`config.mk`:
```
export PLATFORM = sky130hd
export DESIGN_NAME = ides4_deser
export DESIGN_NICKNAME = d
export VERILOG_FILES = /design/src/rtl/ides4_deser.sv
export SDC_FILE = /design/constraint.sdc
export NUM_CORES = 1
export LEC_CHECK = 0
export CAP_MARGIN = 20
export CORE_AREA = 3 3 40 42
export CTS_CLUSTER_DIAMETER = 30
export DETAILED_ROUTE_END_ITERATION = 12
export DIE_AREA = 0 0 43 45
export PLACE_DENSITY_LB_ADDON = 0.08
export SLEW_MARGIN = 20
export SYNTH_ARGS = -nofsm -noshare
export SYNTH_HDL_FRONTEND = slang
export SYNTH_SLANG_ARGS = --single-unit
```
`constraint.sdc`:
```
create_clock -name CLK -period 2.9 [get_ports CLK]
set_input_delay 0.29 -clock CLK [delete_from_list [all_inputs] [get_ports CLK]]
set_output_delay 0.29 -clock CLK [all_outputs]
set_load 0.01 [all_outputs]
```
`src/rtl/ides4_deser.sv`:
```
// rtl/ides4_deser.sv - 1:4 DDR input deserializer with bit-slip word alignment
//
// Captures serial D on both CLK edges into an 8-bit history. Every second CLK
// cycle it presents one aligned 4-bit word on Q0..Q3 with a one-cycle VALID strobe.
//
// Optional feature macro: IDES4_DESER_CALIB_EN (enables CALIB bit-slip).
//
// Ports:
//   CLK          sole clock, both edges used
//   RESETN       asynchronous active-low reset
//   D            serial DDR data
//   CALIB        bit-slip request (level, rising-edge detected)
//   Q0..Q3       deserialized word, Q0 oldest bit; reset/warm-up value INIT
//   VALID        single-cycle strobe when Q0..Q3 is loaded
module ides4_deser #(
  parameter logic INIT = 1'b0
) (
  input  logic CLK,
  input  logic RESETN,
  input  logic D,
  input  logic CALIB,
  output logic Q0,
  output logic Q1,
  output logic Q2,
  output logic Q3,
  output logic VALID
);

  logic       n_q;
  logic       p_q;
  logic [7:0] hist_q, hist_d;
  logic       ph_q, ph_d;
  logic [1:0] warm_q, warm_d;
  logic [3:0] word_q, word_d;
  logic       valid_q, valid_d;
  logic [1:0] k;
  logic       load;

  // Falling-edge half of the DDR capture; held cleared while reset is asserted.
  always_ff @(negedge CLK or negedge RESETN) begin
    if (!RESETN) n_q <= 1'b0;
    else         n_q <= D;
  end

`ifdef IDES4_DESER_CALIB_EN
  logic       calib_q;
  logic [1:0] k_q, k_d;
  logic       unused_hist;

  always_comb begin
    k_d = k_q;
    // One slip per CALIB rise; a level held high does not slip again.
    if (CALIB && !calib_q) k_d = k_q + 2'd1;
  end

  always_ff @(posedge CLK or negedge RESETN) begin
    if (!RESETN) begin
      calib_q <= 1'b0;
      k_q     <= 2'd0;
    end else begin
      calib_q <= CALIB;
      k_q     <= k_d;
    end
  end

  // The word on a boundary uses k before any slip landing on that same edge.
  assign k           = k_q;
  assign unused_hist = ^hist_q[2:0];
`else
  logic unused_calib;

  assign k            = 2'd0;
  assign unused_calib = ^{CALIB, hist_q[5:0]};
`endif

  always_comb begin
    hist_d  = {n_q, p_q, hist_q[7:2]};
    ph_d    = ~ph_q;
    warm_d  = warm_q;
    word_d  = word_q;
    valid_d = 1'b0;
    // ph_q high marks a word boundary; the first two boundaries only advance warm-up.
    load    = ph_q && (warm_q == 2'd2);
    if (ph_q && (warm_q != 2'd2)) warm_d = warm_q + 2'd1;
    if (load) begin
      valid_d = 1'b1;
      // Word is taken from the history being loaded on this edge, k bits older per slip.
      case (k)
        2'd0:    word_d = hist_d[7:4];
        2'd1:    word_d = hist_d[6:3];
        2'd2:    word_d = hist_d[5:2];
        default: word_d = hist_d[4:1];
      endcase
    end
  end

  always_ff @(posedge CLK or negedge RESETN) begin
    if (!RESETN) begin
      p_q     <= 1'b0;
      hist_q  <= 8'h00;
      ph_q    <= 1'b0;
      warm_q  <= 2'd0;
      word_q  <= {4{INIT}};
      valid_q <= 1'b0;
    end else begin
      p_q     <= D;
      hist_q  <= hist_d;
      ph_q    <= ph_d;
      warm_q  <= warm_d;
      word_q  <= word_d;
      valid_q <= valid_d;
    end
  end

  assign Q0    = word_q[0];
  assign Q1    = word_q[1];
  assign Q2    = word_q[2];
  assign Q3    = word_q[3];
  assign VALID = valid_q;

endmodule
```
==> impl_results.md, run 1 <==
- Initial antenna violation count: 0
- Vias per cell: 4.15
- CTS sink cnt: 12
- Max-cap violations: 0
- Critical path's top delay family: flip-flops
- Die area: 0.00194 mm^2
- R2r worst-path depth: 1
- Sequential area share after synthesis: 0.716
- Pins Over Slew Limit: 0
- Simple-gate area share of the yosys netlist: 0.0299
- CTS tree: done
- TritonCTS buffer count: 3
- DR WL/cell: 11.3 um
- Fin Hold WS: 0.387 ns
- Critical path class: reg -> reg
- Cells after synthesis: 25
- Post-synthesis cell area: 419 um^2
- First-pass GRT wire length: 924 um
- Buffers on Ports: 7
- RSZ-0062 raised after global routing: false
- Top-area cell type share of the netlist area: 0.657
- Clock transition at path regs: 0.07 ns
- Worst-Skew Late Latency: 0.27 ns
- Avg Cell Area, Syn: 16.8 um^2
- Nets@finish: 43
- Synth area leaders: dfrtp_1 66%, mux2_4 14%, dfrtn_1 6.0%
- 1st-pass router iterations: 2
- # rows: 13
- Number of remaining DRC errors: 0
- Relative slew slack: 0.885
- R2R Path End: word_q[3]$_DFFE_PN0P_
- Crit. End Element: flop
- Status: completed
- Vias in the first global route: 211
- Clock root buffer: clkbuf_4
- Setup Skew: 0.00770 ns
- Synth Area in XOR/XNOR: 0.0209
- DRT Wirelength: 585 um
- Crit Path Max Fanout: 2
- Final-layout fill cell count: 118
- Die X: 43 um
- Buf/Inv on CP: 0
- Via count: 216
- Yosys top cell by area: dfrtp_1
- Startpoint Class: flop
- Core region area: 0.00128 mm^2
- Slew @ Worst Pin: 0.171 ns
- GRT overflow: 0
- Diodes inserted: 0
- Largest net degree at the start of global routing: 12
- Iter 0 DRT Violations: 1
- CP max stage cell: dfrtn_1
- R2r startpoint: n_q$_DFF_NN0_
- Req. time, crit path: 3.05 ns
- Synthesis Warnings: 0
- Distinct cell type count after synthesis: 9
- Die Y: 45 um
- Core Util, Final: 0.429
- CTS resizes: 0
- # Post-CTS Setup Buffers: 0
- Number of setup violations in the final report: 0
- I/O pin cnt: 9
- Setup TNS: 0 ns
- Clock Tree Buf Depth: 2
- Static leakage: 0.268 nW
- Final HPWL DP: 436 um
- Layout area overhead: 31.6%
- Post-synthesis mux area share: 0.167
- GR Util All Layers: 0.0684
- Register-to-register setup slack: 0.72 ns
- Post-synthesis compound-gate area fraction: 0
- Initial core utilization: 0.326
- H-tree Lvls: 1
- Main combinational cell family by area after synthesis: multiplexers
- Crit-path max cell delay: 0.34 ns
- RD Place Congestion: 0.733
- Fin. Hold Viols: 0
- Worst-path cell chain: mux2_4
- Pwr/cell area: 582 mW/mm^2
- Adder-cell share of the synthesized area: 0.0299
- Post-synthesis register bit count: 12
- Peak VDD IR: 0.000294 V
- Syn Nets: 30
- Post-CTS Hold Buffers: 0
- Data arrival, critical path: 2.33 ns
- Post-detailed-route count of antenna-violating nets: 0
- Share of post-route cells with drive strength above 1: 0.270
- HP Class: in -> async
==> logic make-up (layout without fill, tap and decap cells) <==
family,count (synthesis),count (layout)
xor gates and xnor gates,1,1
adders and majority gates,1,1
buffers and inverters,4,16
DFF,12,12
muxes,5,5
and+or+nand+nor,2,2
==> routing by layer <==
metal	track usage	vias up	part of all wire
met1	0.0829	108	0.48
li1	-	102	-
met4	0.0181	0	0
met3	0.0478	0	0.072
met2	0.0988	6	0.45
met5	0	-	0
==> how the worst max path moves through the flow <==
stage	from	endpoint	depth (start not counted)	slack, ns
after floorplan	n_q$_DFF_NN0_	word_q[3]$_DFFE_PN0P_	1	0.75
after global placement	D	n_q$_DFF_NN0_	1	0.58
after detailed placement	D	n_q$_DFF_NN0_	1	0.57
after CTS	n_q$_DFF_NN0_	word_q[3]$_DFFE_PN0P_	1	0.72
after global routing	n_q$_DFF_NN0_	word_q[3]$_DFFE_PN0P_	1	0.71
final	n_q$_DFF_NN0_	word_q[3]$_DFFE_PN0P_	1	0.72
==> flip-flops by register name, indices dropped and copies added, names as in the netlist <==
name / flops
VALID: 1
hist_q: 2
n_q: 1
p_q: 1
ph_q: 1
warm_q: 2
word_q: 4
==> metrics by stage <==
step / instances / total power, mW / area, um^2 / setup WS, ns
6_report: 52 / 0.321 / 552 / 0.723
2_1_floorplan: 25 / 0.184 / 419 / 0.755
4_1_cts: 52 / 0.326 / 552 / 0.721
3_5_place_dp: 48 / 0.198 / 515 / 0.572
5_1_grt: 52 / 0.336 / 552 / 0.713
3_3_place_gp: 48 / 0.197 / 515 / 0.579
==> cell usage after synthesis <==
| cell | number |
|---|---|
| dfrtn_1 | 1 |
| dfrtp_1 | 11 |
| ha_1 | 1 |
| inv_1 | 4 |
| mux2_4 | 4 |
| mux2i_1 | 1 |
| nand2_2 | 1 |
| nand2b_1 | 1 |
| xnor2_1 | 1 |
==> final cells by class <==
class	instances	area, um^2	share of cell area
Timing Repair Buffer	8	77.6	0.141
Inverter	4	15.0	0.0272
Tap cell	15	18.8	0.0340
Sequential cell	12	300	0.544
Clock buffer	4	36.3	0.0658
Multi-Input combinational cell	9	104	0.188
==> power breakdown <==
part	leakage (nW)	internal [mW]	total (mW)	switching, mW
Clock	0.0210	0.0761	0.127	0.0509
Combinational	0.107	0.0116	0.0184	0.00681
Sequential	0.140	0.173	0.176	0.00254
Total	0.268	0.261	0.321	0.0602
==> cell usage in the layout (no fill, tap or decap) <==
cell	Yosys	final
dfrtp_1	11	11
clkdlybuf4s50_1	0	7
inv_1	4	4
mux2_4	4	4
clkbuf_4	0	3
nand2_2	1	1
nand2b_1	1	1
mux2i_1	1	1
xnor2_1	1	1
ha_1	1	1
clkbuf_8	0	1
dfrtn_1	1	1
buf_4	0	1
Note: power is estimated with default switching activity, not from simulation.
==> inputs of run 2 (changes only) <==
==> constraint.sdc (replaced) <==
create_clock -name CLK -period 2.2 [get_ports CLK]
set_input_delay 0.22 -clock CLK [delete_from_list [all_inputs] [get_ports CLK]]
set_output_delay 0.22 -clock CLK [all_outputs]
set_load 0.01 [all_outputs]
==> results of run 2 <==
Same layout as run 1 (identical final DEF). Status: completed.
Among the figures that moved: final weighted congestion in routability-driven placement 0.733 -> 0.732; setup slack after placement 0.572 ns -> 0.292 ns; setup slack after layout 0.723 ns -> 0.373 ns; hold slack 0.387 ns -> 0.324 ns; register-to-register setup slack 0.72 ns -> 0.37 ns; total power 0.321 mW -> 0.423 mW; worst IR drop on VDD 0.000294 V -> 0.000388 V
